===== src/rtl/alu_seq_pkg.sv =====
// Shared definitions for the nibble-serial ALU sequencer.
// Latency: none (types and constants only).
// Backpressure: n/a.
// Contents: opcode and slice-mode constants, FSM states, decoded-op struct.
package alu_seq_pkg;

    // Opcodes presented on Op
    localparam logic [2:0] OP_ADD  = 3'd0;
    localparam logic [2:0] OP_ADC  = 3'd1;
    localparam logic [2:0] OP_SUB  = 3'd2;
    localparam logic [2:0] OP_AND  = 3'd3;
    localparam logic [2:0] OP_OR   = 3'd4;
    localparam logic [2:0] OP_NAND = 3'd5;
    localparam logic [2:0] OP_NOR  = 3'd6;
    localparam logic [2:0] OP_PASS = 3'd7;

    // Slice mode on AluM
    localparam logic [1:0] M_NAND = 2'd0;
    localparam logic [1:0] M_NOR  = 2'd1;
    localparam logic [1:0] M_SUM  = 2'd2;
    localparam logic [1:0] M_PASS = 2'd3;

    // Where the carry flop starts when an op is accepted
    typedef enum logic [1:0] {
        CSEL_ZERO = 2'd0,
        CSEL_CIN  = 2'd1,
        CSEL_ONE  = 2'd2
    } csel_t;

    typedef enum logic [1:0] {
        ST_IDLE = 2'd0,
        ST_RUN  = 2'd1,
        ST_DONE = 2'd2
    } state_t;

    typedef struct packed {
        logic       ai;
        logic       bi;
        logic [1:0] m;
        logic       arith;
        csel_t      csel;
    } dec_t;

endpackage


===== src/rtl/alu_seq_decode.sv =====
// Opcode decoder: maps an opcode to slice controls and carry handling.
// Latency: purely combinational.
// Backpressure: none.
// Ports: op_i (opcode in), dec_o (Ai, Bi, M, arith flag, initial-carry select).
module alu_seq_decode
    import alu_seq_pkg::*;
(
    input  logic [2:0] op_i,
    output dec_t       dec_o
);

    always_comb begin
        dec_o = '{ai: 1'b0, bi: 1'b0, m: M_PASS, arith: 1'b0, csel: CSEL_ZERO};
        case (op_i)
            OP_ADD:  dec_o = '{ai: 1'b0, bi: 1'b0, m: M_SUM,  arith: 1'b1, csel: CSEL_ZERO};
            OP_ADC:  dec_o = '{ai: 1'b0, bi: 1'b0, m: M_SUM,  arith: 1'b1, csel: CSEL_CIN};
            // A + ~B + 1: carry out high means no borrow
            OP_SUB:  dec_o = '{ai: 1'b0, bi: 1'b1, m: M_SUM,  arith: 1'b1, csel: CSEL_ONE};
            // De Morgan: NOR of inverted operands is AND, NAND of inverted is OR
            OP_AND:  dec_o = '{ai: 1'b1, bi: 1'b1, m: M_NOR,  arith: 1'b0, csel: CSEL_ZERO};
            OP_OR:   dec_o = '{ai: 1'b1, bi: 1'b1, m: M_NAND, arith: 1'b0, csel: CSEL_ZERO};
            OP_NAND: dec_o = '{ai: 1'b0, bi: 1'b0, m: M_NAND, arith: 1'b0, csel: CSEL_ZERO};
            OP_NOR:  dec_o = '{ai: 1'b0, bi: 1'b0, m: M_NOR,  arith: 1'b0, csel: CSEL_ZERO};
            OP_PASS: dec_o = '{ai: 1'b0, bi: 1'b0, m: M_PASS, arith: 1'b0, csel: CSEL_ZERO};
            default: ;
        endcase
    end

endmodule


===== src/rtl/alu_seq16.sv =====
// Nibble-serial ALU sequencer driving an external 4-bit ALU slice, LS nibble first.
// Latency: Start sampled at edge 0, Done pulses in the cycle after edge NIBBLES.
// Backpressure: Start is only sampled in IDLE; it is ignored while Busy or Done.
// Ports: Start/Op/OpA/OpB/CarryIn request in; Busy/Done/Result/CarryOut/Zero status out;
//        AluA/AluB/AluC/AluAi/AluBi/AluKin/AluM drive the slice; AluOut/AluKout return from it.
module alu_seq16
    import alu_seq_pkg::*;
#(
    parameter int NIBBLES = 4
) (
    input  logic                   Clk,
    input  logic                   nReset,
    input  logic                   Start,
    input  logic [2:0]             Op,
    input  logic [4*NIBBLES-1:0]   OpA,
    input  logic [4*NIBBLES-1:0]   OpB,
    input  logic                   CarryIn,
    output logic                   Busy,
    output logic                   Done,
    output logic [4*NIBBLES-1:0]   Result,
    output logic                   CarryOut,
    output logic                   Zero,
    output logic [3:0]             AluA,
    output logic [3:0]             AluB,
    output logic [3:0]             AluC,
    output logic                   AluAi,
    output logic                   AluBi,
    output logic                   AluKin,
    output logic [1:0]             AluM,
    input  logic [3:0]             AluOut,
    input  logic                   AluKout
);

    localparam int W  = 4 * NIBBLES;
    localparam int IW = (NIBBLES > 1) ? $clog2(NIBBLES) : 1;
    localparam logic [IW-1:0] LAST_IDX = IW'(NIBBLES - 1);

    state_t          state_q, state_d;
    logic [IW-1:0]   idx_q, idx_d;
    logic            carry_q, carry_d;
    logic [2:0]      op_q, op_d;
    logic [W-1:0]    opa_q, opa_d;
    logic [W-1:0]    opb_q, opb_d;
    logic [W-1:0]    result_q, result_d;
    logic            cout_q, cout_d;

    logic [2:0]      dec_op;
    dec_t            dec;

    // In IDLE the decoder looks at the incoming opcode so the initial carry can
    // be chosen at accept time; afterwards it only ever sees the latched opcode.
    assign dec_op = (state_q == ST_IDLE) ? Op : op_q;

    alu_seq_decode u_decode (
        .op_i  (dec_op),
        .dec_o (dec)
    );

    always_ff @(posedge Clk or negedge nReset) begin
        if (!nReset) begin
            state_q  <= ST_IDLE;
            idx_q    <= '0;
            carry_q  <= 1'b0;
            op_q     <= OP_ADD;
            opa_q    <= '0;
            opb_q    <= '0;
            result_q <= '0;
            cout_q   <= 1'b0;
        end else begin
            state_q  <= state_d;
            idx_q    <= idx_d;
            carry_q  <= carry_d;
            op_q     <= op_d;
            opa_q    <= opa_d;
            opb_q    <= opb_d;
            result_q <= result_d;
            cout_q   <= cout_d;
        end
    end

    always_comb begin
        state_d  = state_q;
        idx_d    = idx_q;
        carry_d  = carry_q;
        op_d     = op_q;
        opa_d    = opa_q;
        opb_d    = opb_q;
        result_d = result_q;
        cout_d   = cout_q;

        case (state_q)
            ST_IDLE: begin
                if (Start) begin
                    op_d    = Op;
                    opa_d   = OpA;
                    opb_d   = OpB;
                    idx_d   = '0;
                    state_d = ST_RUN;
                    case (dec.csel)
                        CSEL_CIN: carry_d = CarryIn;
                        CSEL_ONE: carry_d = 1'b1;
                        default:  carry_d = 1'b0;
                    endcase
                end
            end
            ST_RUN: begin
                result_d[{idx_q, 2'b00} +: 4] = AluOut;
                if (dec.arith) begin
                    carry_d = AluKout;
                end
                if (idx_q == LAST_IDX) begin
                    idx_d   = '0;
                    state_d = ST_DONE;
                    cout_d  = dec.arith & AluKout;
                end else begin
                    idx_d = idx_q + 1'b1;
                end
            end
            ST_DONE: begin
                state_d = ST_IDLE;
            end
            default: begin
                state_d = ST_IDLE;
            end
        endcase
    end

    // Slice drive is live only in RUN; everywhere else the slice sees all zeros.
    always_comb begin
        AluA   = 4'h0;
        AluB   = 4'h0;
        AluC   = 4'h0;
        AluAi  = 1'b0;
        AluBi  = 1'b0;
        AluKin = 1'b0;
        AluM   = M_NAND;
        if (state_q == ST_RUN) begin
            AluA   = opa_q[{idx_q, 2'b00} +: 4];
            AluB   = opb_q[{idx_q, 2'b00} +: 4];
            AluC   = opa_q[{idx_q, 2'b00} +: 4];
            AluAi  = dec.ai;
            AluBi  = dec.bi;
            AluKin = dec.arith & carry_q;
            AluM   = dec.m;
        end
    end

    assign Busy     = (state_q == ST_RUN);
    assign Done     = (state_q == ST_DONE);
    assign Result   = result_q;
    assign CarryOut = cout_q;
    assign Zero     = (result_q == '0);

endmodule


===== config.mk =====
export PLATFORM = sky130hd
export DESIGN_NAME = alu_seq16
export DESIGN_NICKNAME = d
export VERILOG_FILES = /design/src/rtl/alu_seq_pkg.sv /design/src/rtl/alu_seq_decode.sv /design/src/rtl/alu_seq16.sv
export SDC_FILE = /design/constraint.sdc
export NUM_CORES = 1
export LEC_CHECK = 0
export ABC_CLOCK_PERIOD_IN_PS = 5260
export BUFFER_PORTS_ARGS = -buffer_cell sky130_fd_sc_hd__buf_2
export CAP_MARGIN = 20
export CORE_AREA = 2 2 97 62
export DETAILED_ROUTE_END_ITERATION = 10
export DIE_AREA = 0 0 99 64
export GPL_TIMING_DRIVEN = 0
export HOLD_SLACK_MARGIN = 0.03
export PLACE_DENSITY = 0.85
export SLEW_MARGIN = 20
export SYNTH_ARGS = -nofsm -noshare
export SYNTH_HDL_FRONTEND = slang
export SYNTH_SLANG_ARGS = --single-unit

===== constraint.sdc =====
create_clock -name Clk -period 5.26 [get_ports Clk]
set_input_delay 0.263 -clock Clk [delete_from_list [all_inputs] [get_ports Clk]]
set_output_delay 0.263 -clock Clk [all_outputs]
set_load 0.02 [all_outputs]

Word-level counts from Yosys, hierarchy flattened
Memories as Yosys holds them, arrays and structs flattened.
Index checks and enable logic that the tools add are counted.
Storage, ports and cells
  memories kept: 1
  bits in registers: 57
  memory bits (read-only): 56
Cells by class
  add/subtract/negate cells: 2
  shift-type cells: 4
  equal/unequal tests: 8
  reduce and logical (&&, ||, !) cells: 8
  bitwise logic cells: 2
  mux-type cells: 18
Memory list
  (no name shown): words 8, bits a word 7, read ports 1, clocked after memory_dff 0, write ports 0, RTL line alu_seq_decode.sv:14  | case (op_i)
Operators with widths (number)
  $shiftx 16x5->4: 2
  $bwmux 16: 1
  $logic_not 16->1: 1
  $shift 4x6->16 const A: 1
  $shiftx 4x6->16: 1
  $mux 2: 5
  $mux 4: 2
  $pmux 2 s2: 2
  $reduce_and 2->1: 4
  $eq 2x2->1 const B: 3
  $neg 4->6: 1
  $mux 1: 5
  $eq 2x1->1 const B: 2
  $ne 2x1->1 const B: 2
  $pmux 1 s2: 2
  $mux 3: 1
  $reduce_and 3->1: 1
  $add 2x1->2 const B: 1
  $and 1x1->1: 2
  $logic_not 2->1: 1
  $ne 2x2->1 const B: 1
  $reduce_bool 2->1: 1

Longest topological paths before layout
Gate-level depths: netlist of the first run.
An unclocked memory read counts as a cell.
  depth in word-level cells: 7
  gate-level depth with buffers: 10

Hierarchy
A second synthesis of the first run with hierarchy kept.
Second synthesis, totals
  cells, all modules: 220
  area, all modules: 2856.5 um2
By module, submodules not included
  alu_seq16: area an instance 2788.9 um2, instances 1, cells an instance 208, sequential area each 1426.4 um2
  alu_seq_decode: area an instance 67.6 um2, instances 1, cells an instance 12, sequential area each 0.0 um2

Worst setup path after synthesis of the first run
No wires, ideal clock.
  path kind: register -> register
  from: register state_q[0]
  to: register carry_q
  path slack: 3348 ps
  arrival time: 1816 ps
  setup time: 95 ps
  stages on the path, launching flop included: 9
  clock period less this slack: 1912 ps
  data required time: 5165 ps
  cells stage by stage: dfrtp_1 -> buf_6 -> nor2_4 -> mux2i_1 -> o21ai_0 -> ha_1 -> nor3_1 -> a21oi_1 -> o31ai_1
On the way
  cells in the longest elaborated chain, start to end: 7
  elaborated cells between the ends (all ways): 13
RTL lines
  from (decl): RTL line alu_seq16.sv:38  | state_t state_q, state_d;
  from (signal assigned): RTL line alu_seq16.sv:70  | state_q <= state_d;
  $logic_not 2->1: RTL line alu_seq16.sv:52, alu_seq16.sv:91
  $mux 3: RTL line alu_seq16.sv:52  | assign dec_op = (state_q == ST_IDLE) ? Op : op_q;
  $mem_v2 8x7
  $eq 2x2->1 or $eq 2x1->1 (tied branches): RTL line alu_seq16.sv:99  | case (dec.csel)
  $pmux 1 s2: RTL line alu_seq16.sv:99
  $mux 1: RTL line alu_seq16.sv:93  | if (Start) begin
  $pmux 1 s2: RTL line alu_seq16.sv:91  | case (state_q)
  to (signal assigned): RTL line alu_seq16.sv:72  | carry_q <= carry_d;
  to (decl): RTL line alu_seq16.sv:40  | logic carry_q, carry_d;
Parallel ways exist; a longest one is shown, timed or not. The select of a mux whose other input is x is not followed.
A chain may end at the register's enable or synchronous reset.

Worst setup path in the final report of the first run
  from: register idx_q[0]
  to: output AluC[0]
On the way
  cells in the longest elaborated chain, start to end: 2
RTL lines
  from (decl): RTL line alu_seq16.sv:39  | logic [IW-1:0] idx_q, idx_d;
  from (signal assigned): RTL line alu_seq16.sv:71  | idx_q <= idx_d;
  $shiftx 16x5->4: RTL line alu_seq16.sv:140  | AluC = opa_q[{idx_q, 2'b00} +: 4];
  $mux 4: RTL line alu_seq16.sv:137  | if (state_q == ST_RUN) begin
  to (decl): RTL line alu_seq16.sv:25  | output logic [3:0] AluC,
No other way between the ends.

==> summary.md, run 1 <==
| Metric | Value |
|---|---|
| Die Width | 99 um |
| Routed Antenna Nets | 0 |
| Final Hold Slack | 0.157 ns |
| Tot GR Track Use | 0.212 |
| DRT Wirelength | 6.04 mm |
| CP Capture Type | output pin |
| Post-CTS Setup Inserts | 0 |
| Synth warnings | 0 |
| Initial Utilization | 0.558 |
| CTS tree | yes |
| Vias | 2037 |
| DRT Pass-1 Iters | 4 |
| CTS Buffer Depth | 2 |
| Core box area | 5390 um2 |
| Commonest cells after routing, fill and taps aside | 79 x buf_2, 57 x dfrtp_1, 29 x mux2_4 |
| PnR worst setup slack | 2.84 ns |
| Post-synth top flop | dfrtp_1 |
| Peak Freq | roughly 410 MHz |
| Outcome | finished clean |
| DR WL/cell | 16.3 um |
| CP Data Arrival Time | between 2 and 2.5 ns |
| Starting DRC count in detailed routing | 106 |
| IO Port Bufs | 80 |
| Worst-path clk slew | 0.06 ns |
| Synthesized Nets | 257 |
| Total negative slack | 0 ns |
| GP Congestion | between 0.8 and 0.9 |
| Pin count of the biggest net entering global routing | between 50 and 60 |
| # rows | 21 |
| Fraction of registers with async set/reset | 1.00 |
| WP data required | about 5.0 ns |
| Post-synth EDFFs | 0 |
| Vias per Instance | 5.49 |
| Cells after Synth | 205 |
| Cell chain of the critical path | clkbuf_8 > mux4_2 > and2_1 > buf_4 > buf_2 |
| Place WS | about 3.1 ns |
| Unrepaired setup endpoints after global routing | false |
| First-pass GRT wire length | 10.3 mm |
| CTS Buf Count | 9 |
| Layout Area Growth over Synthesis | 23.6% |
| Pins Over Slew Limit | 0 |
| Non-filler cells, final | between 300 and 400 |
| MaxCap Viol Count | 0 |
| Skew-Pair Late Insertion Delay | 0.33 ns |
| Min cycle time layout | about 2.4 ns |
| Final nets | 349 |
| Critical Path Fanout Max | 10 |
| Sequential share of the synthesized area | 0.475 |
| Ratio of cells with drive above 1 in the final layout | 0.520 |
| Slowest CP cell | dfrtp_1 |
| Worst Clk Skew | 0.00700 ns |
| IO Pins | 81 |
| Flops & latches, synth | 57 |
| Initial antenna violation count | 0 |
| Fin crit share | 0.460 |
| CP Launch Type | register |
| Crit-path max cell delay | 0.58 ns |
| Mapped cell area | roughly 3000 um2 |
| Kind of cell adding the most delay to the critical path | flip-flops |
| N_diodes | 0 |
| Critical path type | reg -> out |
| Grt ovf | 0 |
| Die area | around 6300 um2 |
| Synthesized area per cell | ~15 um2 |
| Vias in the first global route | 2075 |
| # setup viols final | 0 |
| Commonest non-fill, non-tap cell in the layout | buf_2 |
| Netlist cell types | around 40 |
| Worst Path Buf+Inv | 3 |
| H-tree levels | 3 |
| Leak Pwr | between 1.5 and 2 nW |
| Die Ht | 64 um |
| Fin. Hold Viols | 0 |
| Remaining DRCs | 0 |
| Cell Pwr Density | 711 nW/um2 |
| Max-slew headroom | 0.535 |
| Root Buffer | clkbuf_8 |
| # clock sinks | 57 |
| Actual slew at the worst max-slew pin | 0.698 ns |
| HPWL Detailed | between 4 and 5 mm |
| VDD IR max | 0.469 mV |
| Hold Path Class | in -> reg |
| Placed cell count | between 300 and 400 |
[registers in the layout, indices dropped and copies added, names as in the netlist]
| name | count |
|---|---|
| CarryOut | 1 |
| Result | 16 |
| carry_q | 1 |
| idx_q | 2 |
| op_q | 3 |
| opa_q | 16 |
| opb_q | 16 |
| state_q | 2 |
[worst register-to-register path, stage by stage (launching register included)]
cell and delay (ns):
dfrtp_1 0.58, clkbuf_8 0.30, inv_1 0.16, ha_1 0.44, nor4_4 0.42, a22o_1 0.19
[through the flow]
stage | area (um2) | utilization | power [mW]
3_5_place_dp | 3490 | 0.649 | 2.22
2_1_floorplan | 3000 | - | 1.86
5_1_grt | 3710 | 0.689 | 2.81
6_report | 3710 | 0.689 | 2.64
4_1_cts | 3710 | 0.689 | 2.67
3_3_place_gp | 3490 | 0.648 | 2.19
[cell families after synthesis]
family          synth area share
compound gates            0.0825
xor+xnor                 0.00292
simple gates               0.108
buf+inv                   0.0571
flops                      0.475
fa+ha+maj                 0.0333
mux                        0.241
[worst paths after layout]
path / slack [ns] / to / cells past startpoint / startpoint
min reg2reg: 0.51 / opb_q[7]$_DFFE_PN0P_ / 1 / opb_q[7]$_DFFE_PN0P_
min in group asynchronous: 0.52 / Result[8]$_DFFE_PN0P_ / 2 / nReset
min: 0.16 / opa_q[7]$_DFFE_PN0P_ / 2 / OpA[7]
max in group asynchronous: 4.27 / opa_q[12]$_DFFE_PN0P_ / 2 / nReset
max reg2reg: 3.11 / Result[15]$_DFFE_PN0P_ / 5 / idx_q[0]$_DFFE_PN0P_
max: 2.84 / AluC[0] / 5 / idx_q[0]$_DFFE_PN0P_
[layout make-up]
class / count / area (um2)
flip-flops and latches: 57 / 1430
repair buffers: 81 / 413
clock buffers: 10 / 128
well taps: 69 / 86.3
multi-input cells: 129 / 1410
fillers: 402 / 1670
inverters: 6 / 25.0
plain buffers: 13 / 146
clock inverters: 6 / 82.6
[what timing repair did]
item / in CTS / in global routing
endpoints found under the hold margin: 57 / 0
gates resized for setup: 0 / 0
hold buffers: 1 / 0
[routing by layer]
| metal | share of wire | GRT usage |
|---|---|---|
| met1 | 0.48 | 0.296 |
| met2 | 0.43 | 0.311 |
| met3 | 0.079 | 0.0788 |
| met4 | 0.010 | 0.0651 |
| met5 | 0 | 0 |
[cell usage after synthesis (5+ instances only)]
master / number / area, um2
mux4_2: 5 / 113
a21oi_1: 5 / 25.0
a22o_1: 17 / 149
ha_1: 8 / 100
mux2_2: 6 / 67.6
dfrtp_1: 57 / 1430
mux2_4: 29 / 435
and2_1: 9 / 56.3
nand2_1: 5 / 18.8
[where the power goes]
part           total (mW)  switching (mW)  internal (mW)  leakage, nW
combinational        1.41           0.693          0.712         1.03
sequential          0.802           0.151          0.651        0.707
clock               0.433           0.169          0.264        0.106
total                2.64            1.01           1.63         1.84
No activity file was read; power rests on OpenSTA's default activity.
==> run 2, diff against run 1 <==
--- a/config.mk
+++ b/config.mk
@@ -5,15 +5,16 @@
 export SDC_FILE = /design/constraint.sdc
 export NUM_CORES = 1
 export LEC_CHECK = 0
-export ABC_CLOCK_PERIOD_IN_PS = 5260
+export ABC_AREA = 1
+export ABC_CLOCK_PERIOD_IN_PS = 2090
 export BUFFER_PORTS_ARGS = -buffer_cell sky130_fd_sc_hd__buf_2
 export CAP_MARGIN = 20
-export CORE_AREA = 2 2 97 62
+export CORE_AREA = 2 2 106 67
 export DETAILED_ROUTE_END_ITERATION = 10
-export DIE_AREA = 0 0 99 64
+export DIE_AREA = 0 0 108 69
 export GPL_TIMING_DRIVEN = 0
 export HOLD_SLACK_MARGIN = 0.03
-export PLACE_DENSITY = 0.85
+export PLACE_DENSITY = 0.75
 export SLEW_MARGIN = 20
 export SYNTH_ARGS = -nofsm -noshare
 export SYNTH_HDL_FRONTEND = slang
==> constraint.sdc (replaced) <==
create_clock -name Clk -period 2.09 [get_ports Clk]
set_input_delay 0.1045 -clock Clk [delete_from_list [all_inputs] [get_ports Clk]]
set_output_delay 0.1045 -clock Clk [all_outputs]
set_load 0.02 [all_outputs]
==> run 2 against run 1 <==
Effect of this change: via count rose by 25%; combinational power rose to 2.7 times the previous value; die area rose by 18%; clock skew rose by 0.00074 ns; highest routed layer unchanged; synthesized cell count rose by 45%; sequential power rose by 150%.
==> summary.md, run 2 <==
| Metric | Value |
|---|---|
| Outcome | finished clean |
| List of most frequent post-synthesis cells | 57 x dfrtp_1, 45 x nor2_1, 33 x nand2_1 |
| Die Width | 108 um (+9.1%) |
| Cell Pwr Density | 1700 nW/um2 (+140%) |
| Leak Pwr | 2.13 nW (+16%) |
| Kind of cell adding the most delay to the critical path | buffers and inverters |
| Tot GR Track Use | 0.213 (+0.00135) |
| N_diodes | 0 (unchanged) |
| Initial Utilization | 0.455 (-0.103) |
| Vias per Instance | 4.93 (-10%) |
| Commonest cells after routing, fill and taps aside | 82 x buf_2, 56 x dfrtp_1, 45 x nor2_1 |
| Place WS | -0.125 ns (-3.23 ns) |
| # rows | 23 (+9.5%) |
| DR WL/cell | 14.3 um (-12%) |
| Min-Delay Path Depth | 3 (+1) |
| Total negative slack | 0 ns (unchanged) |
| R2R depth | 11 (+6) |
| Min cycle time layout | a little under 2 ns |
| Sequential share of the synthesized area | 0.484 (+0.00927) |
| Final nets | 476 (+36%) |
| CP Capture Type | output pin |
| CP startpoint | idx_q[0]$_DFFE_PN0P_ |
| Vias | 2546 (+25%) |
| IO Port Bufs | 80 (unchanged) |
| Commonest non-fill, non-tap cell in the layout | buf_2 |
| Post-synth EDFFs | 0 (unchanged) |
| GP Congestion | 0.828 (+3.4%) |
| Ratio of cells with drive above 1 in the final layout | 0.361 (-0.159) |
| CP dominant cell by count | buf_2 |
| Root Buffer | clkbuf_8 |
| Placed Area | 3460 um2 (-1.0%) |
| Actual slew at the worst max-slew pin | 0.721 ns (+0.0230 ns) |
| Share of the synthesized area in the top cell type | 0.484 (+0.00927) |
| Max-slew headroom | 0.520 (-0.0154) |
| Crit path depth | 6 (+1) |
| Layout Area Growth over Synthesis | 37.8% |
| Worst Path Buf+Inv | 4 (+1) |
| Synth area leader | dfrtp_1 |
| Fin. Hold Viols | 0 (unchanged) |
| Critical Path Fanout Max | 12 (+2) |
| First-pass GRT wire length | 12.3 mm (+20%) |
| Grt met1 use | 0.289 (-0.00672) |
| Mapped cell area | 2950 um2 (-1.9%) |
| Most frequent cell after synthesis | dfrtp_1 |
| Fin crit share | 0.937 |
| Synthesized Nets | 349 (+36%) |
| CP Launch Type | register |
| M2 GR Usage | 0.326 (+0.0148) |
| Top cells by area, synth | dfrtp_1 48%, mux2_4 15%, nor2_1 5.7%, o21ai_0 5.4%, nand2_1 4.2% |
| FF-to-FF setup slack | 0.20 ns (-2.91 ns) |
| # setup viols final | 0 (unchanged) |
| Crit-path max cell delay | 0.46 ns (-0.12 ns) |
| HPWL Detailed | 4.96 mm (+12%) |
| Fraction of registers with async set/reset | 1.00 (unchanged) |
| Peak Freq | just over 500 MHz |
| CP Data Arrival Time | 1.85 ns (-0.31 ns) |
| WP data required | 1.99 ns (-3.01 ns) |
| Slowest CP cell | dfrtp_2 |
| H-tree levels | 3 (unchanged) |
| Worst Clk Skew | 0.00774 ns (+0.000737 ns) |
| Starting DRC count in detailed routing | 194 (+83%) |
| Flops & latches, synth | 57 (unchanged) |
| Skew-Pair Late Insertion Delay | 0.34 ns (about the same) |
| IO Pins | 81 (unchanged) |
| Netlist cell types | 27 (-34%) |
| Grt met3 use | 0.0814 (+0.00259) |
| Die area | 7450 um2 (+18%) |
| # clock sinks | 57 (unchanged) |
| Core box area | 6470 um2 (+20%) |
| Post-synth top flop | dfrtp_1 |
| Design Area, Final | 4060 um2 (+9.4%) |
| Remaining DRCs | 0 (unchanged) |
| MaxCap Viol Count | 0 (unchanged) |
| CTS tree | yes |
| Pins Over Slew Limit | 0 (unchanged) |
| CTS Buf Count | 9 (unchanged) |
| Worst-path clk slew | 0.07 ns (about the same) |
| R2R Path End | carry_q$_DFFE_PN0P_ |
| Routed Antenna Nets | 0 (unchanged) |
| DRT Pass-1 Iters | 6 (+2) |
| Initial antenna violation count | 0 (unchanged) |
| DRT Wirelength | 7.39 mm (+22%) |
| Vias in the first global route | 2530 (+22%) |
| Cell chain of the critical path | clkinv_2 > buf_2 > o21ai_0 > a21oi_2 > buf_4 > buf_2 |
| Synthesized area per cell | 9.92 um2 (-32%) |
| CTS Buffer Depth | 2 (unchanged) |
| Worst setup path endpoint | AluC[0] |
| Critical path type | reg -> out |
| Busiest layer in global routing | met2 |
| PnR worst setup slack | 0.131 ns (-2.71 ns) |
| Worst R2R Start | state_q[0]$_DFFE_PN0P_ |
| Hold Path Class | in -> reg |
| Cells after Synth | 297 (+45%) |
| Grt ovf | 0 (unchanged) |
| VDD IR max | 0.883 mV (+88%) |
| Die Ht | 69 um (+7.8%) |
| Pin count of the biggest net entering global routing | 58 (unchanged) |
| Synth warnings | 0 (unchanged) |
-- run 2: cell types whose count changed in the layout (fill, tap and decap cells not counted), sizes merged, moves of 8 or more --
cell | previous run | this run
nor2 | 5 | 46
inv | 6 | 26
o21ai | 3 | 33
and2 | 10 | 0
nand3 | 0 | 12
a22o | 17 | 0
mux4 | 8 | 0
nand2 | 9 | 35
dlygate4sd3 | 1 | 35
-- run 2: timing repair --
action	4_1_cts	5_1_grt
setup endpoints to repair	21	17
resized for setup	3	12
pin swaps	0	1
hold endpoints to repair	91	0
buffers inserted	0	1
hold buffers	35	0
-- run 2: tightest hold or removal path, cell delays in order --
cell     delay, ns
buf_2         0.09
inv_1         0.06
o21ai_0       0.08
-- run 2: cells by family after synthesis --
logic type	share of synthesized area
AO/OA/AOI/OAI	0.0951
adder cells (fa/ha/maj)	0.0340
buffers and inverters	0.0726
flip-flops	0.484
multiplexers	0.161
AND/OR/NAND/NOR	0.154
-- run 2: worst min path at each step --
stage	from	endpoint
detailed placement	nReset	Result[4]$_DFFE_PN0P_
global placement	OpB[2]	opb_q[2]$_DFFE_PN0P_
floorplan	nReset	CarryOut$_DFFE_PN0P_
global route	Op[2]	op_q[2]$_DFFE_PN0P_
finish	Op[0]	op_q[0]$_DFFE_PN0P_
CTS	Op[0]	op_q[0]$_DFFE_PN0P_
-- run 2: where the power goes --
part,switching [mW],internal (mW)
Clock,0.436,0.664
Sequential,0.373,1.63
Combinational,2.20,1.59
-- run 2: stage by stage --
step	hold slack (ns)	util	cells	power (mW)
2_1_floorplan	-0.191	-	297	4.58
3_3_place_gp	0.336	0.534	464	5.50
3_5_place_dp	0.202	0.534	464	5.60
4_1_cts	0.0367	0.621	515	6.80
5_1_grt	0.0425	0.627	516	7.42
6_report	0.0414	0.627	516	6.89
-- run 2: metal layers --
| layer | vias to the layer above | share of wire |
|---|---|---|
| li1 | 1249 | - |
| met1 | 1202 | 0.47 |
| met3 | 9 | 0.069 |
| met4 | 0 | 0.0080 |
| met2 | 86 | 0.46 |
| met5 | - | 0 |
-- run 2: cell type report --
cell class              instances  area [um2]
clock buffers                  10         128
flip-flops and latches         57        1430
plain buffers                  14         113
well taps                      87         109
multi-input cells             197        1330
fillers                       528        2410
clock inverters                 6        82.6
inverters                      29         111
repair buffers                116         761
==> run 3, diff against run 2 <==
--- a/config.mk
+++ b/config.mk
@@ -6,7 +6,7 @@
 export NUM_CORES = 1
 export LEC_CHECK = 0
 export ABC_AREA = 1
-export ABC_CLOCK_PERIOD_IN_PS = 2090
+export ABC_CLOCK_PERIOD_IN_PS = 1600
 export BUFFER_PORTS_ARGS = -buffer_cell sky130_fd_sc_hd__buf_2
 export CAP_MARGIN = 20
 export CORE_AREA = 2 2 106 67
==> constraint.sdc (replaced) <==
create_clock -name Clk -period 1.6 [get_ports Clk]
set_input_delay 0.08 -clock Clk [delete_from_list [all_inputs] [get_ports Clk]]
set_output_delay 0.08 -clock Clk [all_outputs]
set_load 0.02 [all_outputs]
==> run 3 against run 2 <==
Effect of this change: the run now ends with setup timing left; critical endpoint is now carry_q$_DFFE_PN0P_; clock power increased by 18%; non-clock buffer count rose by 33; critical path depth increased by 5; global-route usage is 2.0 points higher; cell count increased by 6.4%; largest cell class is now multi-input gates.
==> summary.md, run 3 (same netlist as run 2, synthesis figures left out) <==
| Metric | Value |
|---|---|
| Remaining DRCs | 0 (unchanged) |
| HP Start | Op[1] |
| MaxCap Viol Count | 0 (unchanged) |
| Combinational Power Share | 0.664 (+0.114) |
| N_diodes | 0 (unchanged) |
| Peak Freq | 532 MHz |
| Actual slew at the worst max-slew pin | 0.706 ns (-0.0147 ns) |
| Final Hold Slack | 0.0550 ns (+0.0135 ns) |
| Grt ovf | 0 (unchanged) |
| Fin util | 0.752 (+0.125) |
| H-tree levels | 3 (unchanged) |
| Layout Area Growth over Synthesis | 65.2% |
| Commonest non-fill, non-tap cell in the layout | buf_2 |
| Final nets | 509 (+6.9%) |
| Skew-Pair Late Insertion Delay | 0.34 ns (about the same) |
| Min cycle time layout | 1.88 ns |
| Core box area | 6470 um2 (unchanged) |
| DRT Pass-1 Iters | 5 (-1) |
| Critical Path Fanout Max | 5 (-7) |
| Min-Delay Path Depth | 3 (unchanged) |
| Max-slew headroom | 0.529 (+0.00983) |
| Fin crit share | 1.18 |
| Worst R2R Start | state_q[1]$_DFFE_PN0P_ |
| CTS tree | yes |
| Critical path type | reg -> reg |
| # fillers | 398 (-25%) |
| Initial Utilization | 0.455 (unchanged) |
| Fin. Hold Viols | 0 (unchanged) |
| CTS Buf Count | 9 (unchanged) |
| Routed Antenna Nets | 0 (unchanged) |
| DRT Wirelength | 9.79 mm (+32%) |
| Design Area, Final | 4870 um2 (+20%) |
| Sequential share of power | 0.228 (-0.063) |
| Place WS | -0.299 ns (-0.174 ns) |
| # clock sinks | 57 (unchanged) |
| CTS Buffer Depth | 2 (unchanged) |
| Die Width | 108 um (unchanged) |
| FF-to-FF setup slack | -0.28 ns (-0.48 ns) |
| Worst-path clk slew | 0.06 ns (about the same) |
| Unrepaired setup endpoints after global routing | true |
| CP Capture Type | register |
| Starting DRC count in detailed routing | 192 (-1.0%) |
| Die area | 7450 um2 (unchanged) |
| Area occupied by multi-input gates | 1710 um2 (+28%) |
| DR WL/cell | 17.8 um (+24%) |
| Hold Path Class | in -> reg |
| Ratio of cells with drive above 1 in the final layout | 0.535 (+0.173) |
| Commonest cells after routing, fill and taps aside | 62 x buf_2, 54 x dfrtp_1, 38 x buf_4 |
| # setup viols final | 38 (+38) |
| Pin count of the biggest net entering global routing | 58 (unchanged) |
| R2R Path End | carry_q$_DFFE_PN0P_ |
| CP Data Arrival Time | 2.11 ns (+0.26 ns) |
| Leak Pwr | 2.38 nW (+12%) |
| Worst Clk Skew | 0.00762 ns (-0.000123 ns) |
| Net Switching | 5.37 mW (+79%) |
| VDD IR max | 1.31 mV (+48%) |
| Part of the power in the clock network | 0.108 (-0.052) |
| Vias in the first global route | 2742 (+8.4%) |
| Violated checks | setup timing |
| Total Power | 12.0 mW (+75%) |
| Cell Pwr Density | 2470 nW/um2 (+46%) |
| Vias per Instance | 5.31 (+7.6%) |
| WP data required | 1.83 ns (-0.16 ns) |
| Placed Area | 3490 um2 (+0.98%) |
| R2R depth | 11 (unchanged) |
| IO Port Bufs | 80 (unchanged) |
| Die Ht | 69 um (unchanged) |
| Pint | 6.67 mW (+71%) |
| CP Launch Type | register |
| First-pass GRT wire length | 13.4 mm (+8.8%) |
| Outcome | finished, violations left |
| Tot GR Track Use | 0.233 (+0.0199) |
| Initial antenna violation count | 0 (unchanged) |
| Root Buffer | clkbuf_8 |
| Hold Path End | op_q[1]$_DFFE_PN0P_ |
| GP Congestion | 0.844 (+1.9%) |
| PnR worst setup slack | -0.281 ns (-0.412 ns) |
| Net Sw Frac | 0.446 (+0.0101) |
| Storage cell area | 1430 um2 (+0.18%) |
| HPWL Detailed | 5.17 mm (+4.2%) |
| # rows | 23 (unchanged) |
| Pins Over Slew Limit | 0 (unchanged) |
| IO Pins | 81 (unchanged) |
| Vias | 2916 (+15%) |
==> run 3: changes by cell type in the layout (fill, tap and decap cells not counted), moves of 7 or more <==
| cell | change |
|---|---|
| buf_4 | +30 |
| nor2_1 | -21 |
| buf_2 | -20 |
| o21ai_0 | -19 |
| buf_6 | +18 |
| nor2_4 | +14 |
| nand2_1 | -11 |
| o21ai_1 | +9 |
| nor2_2 | +7 |
==> run 3: final cells by class <==
cell class              instances  share of cell area
repair buffers                149               0.231
flip-flops and latches         57               0.294
clock buffers                  13              0.0306
clock inverters                 3             0.00822
plain buffers                  14              0.0370
multi-input cells             197               0.350
inverters                      29              0.0267
well taps                      87              0.0224
==> run 3: per-layer routing <==
metal | wire [um] | track usage | up-vias | share of wire
met5 | 0 | 0 | - | 0
met4 | 322 | 0.0741 | 0 | 0.033
met3 | 713 | 0.0710 | 35 | 0.073
met2 | 4580 | 0.371 | 170 | 0.47
met1 | 4170 | 0.306 | 1389 | 0.43
li1 | - | - | 1322 | -
==> run 3: worst max-delay path by stage <==
stage                                         to  slack, ns  depth (start not counted)                   start
after floorplan              carry_q$_DFFE_PN0P_      -0.02                         12  state_q[0]$_DFFE_PN0P_
after global placement     Result[8]$_DFFE_PN0P_      -0.25                          7    idx_q[0]$_DFFE_PN0P_
after detailed placement  Result[11]$_DFFE_PN0P_      -0.30                          7    idx_q[0]$_DFFE_PN0P_
after CTS                    carry_q$_DFFE_PN0P_      -0.15                         12  state_q[0]$_DFFE_PN0P_
after global routing         carry_q$_DFFE_PN0P_      -0.35                         12  state_q[1]$_DFFE_PN0P_
final                        carry_q$_DFFE_PN0P_      -0.28                         11  state_q[1]$_DFFE_PN0P_
==> run 3: through the flow <==
step                      TNS (ns)  cells
after floorplan            -0.0221    297
after global placement       -2.64    464
after detailed placement     -3.48    464
after CTS                    -1.02    540
after global routing         -5.16    549
final                        -2.62    549
==> run 3: critical path: stages, from the launching register on <==
cell and delay [ns]:
dfrtp_2 0.45, nor2_4 0.21, nand2_2 0.10, nand2_4 0.14
nand2_4 0.11, nor2_4 0.15, inv_1 0.09, ha_4 0.16
a21oi_2 0.11, o21ai_1 0.10, nand3_1 0.09, nand2_1 0.06
==> run 3: repair_timing <==
| item | in CTS | in global routing |
|---|---|---|
| endpoints found under the setup margin | 36 | 35 |
| endpoints found under the hold margin | 92 | 0 |
| buffers inserted | 22 | 9 |
| cloned | 2 | 0 |
| hold buffers | 36 | 0 |
| pin swaps | 15 | 33 |
| resized for setup | 89 | 76 |
==> run 3: power by group through the flow <==
| stage | clock, mW | sequential (mW) | combinational, mW |
|---|---|---|---|
| CTS | 1.33 | 2.63 | 6.48 |
| global route | 1.39 | 2.80 | 8.43 |
| detailed placement | 0 | 2.59 | 4.85 |
| floorplan | 0 | 2.69 | 3.42 |
| global placement | 0 | 2.57 | 4.70 |
| finish | 1.30 | 2.75 | 7.99 |
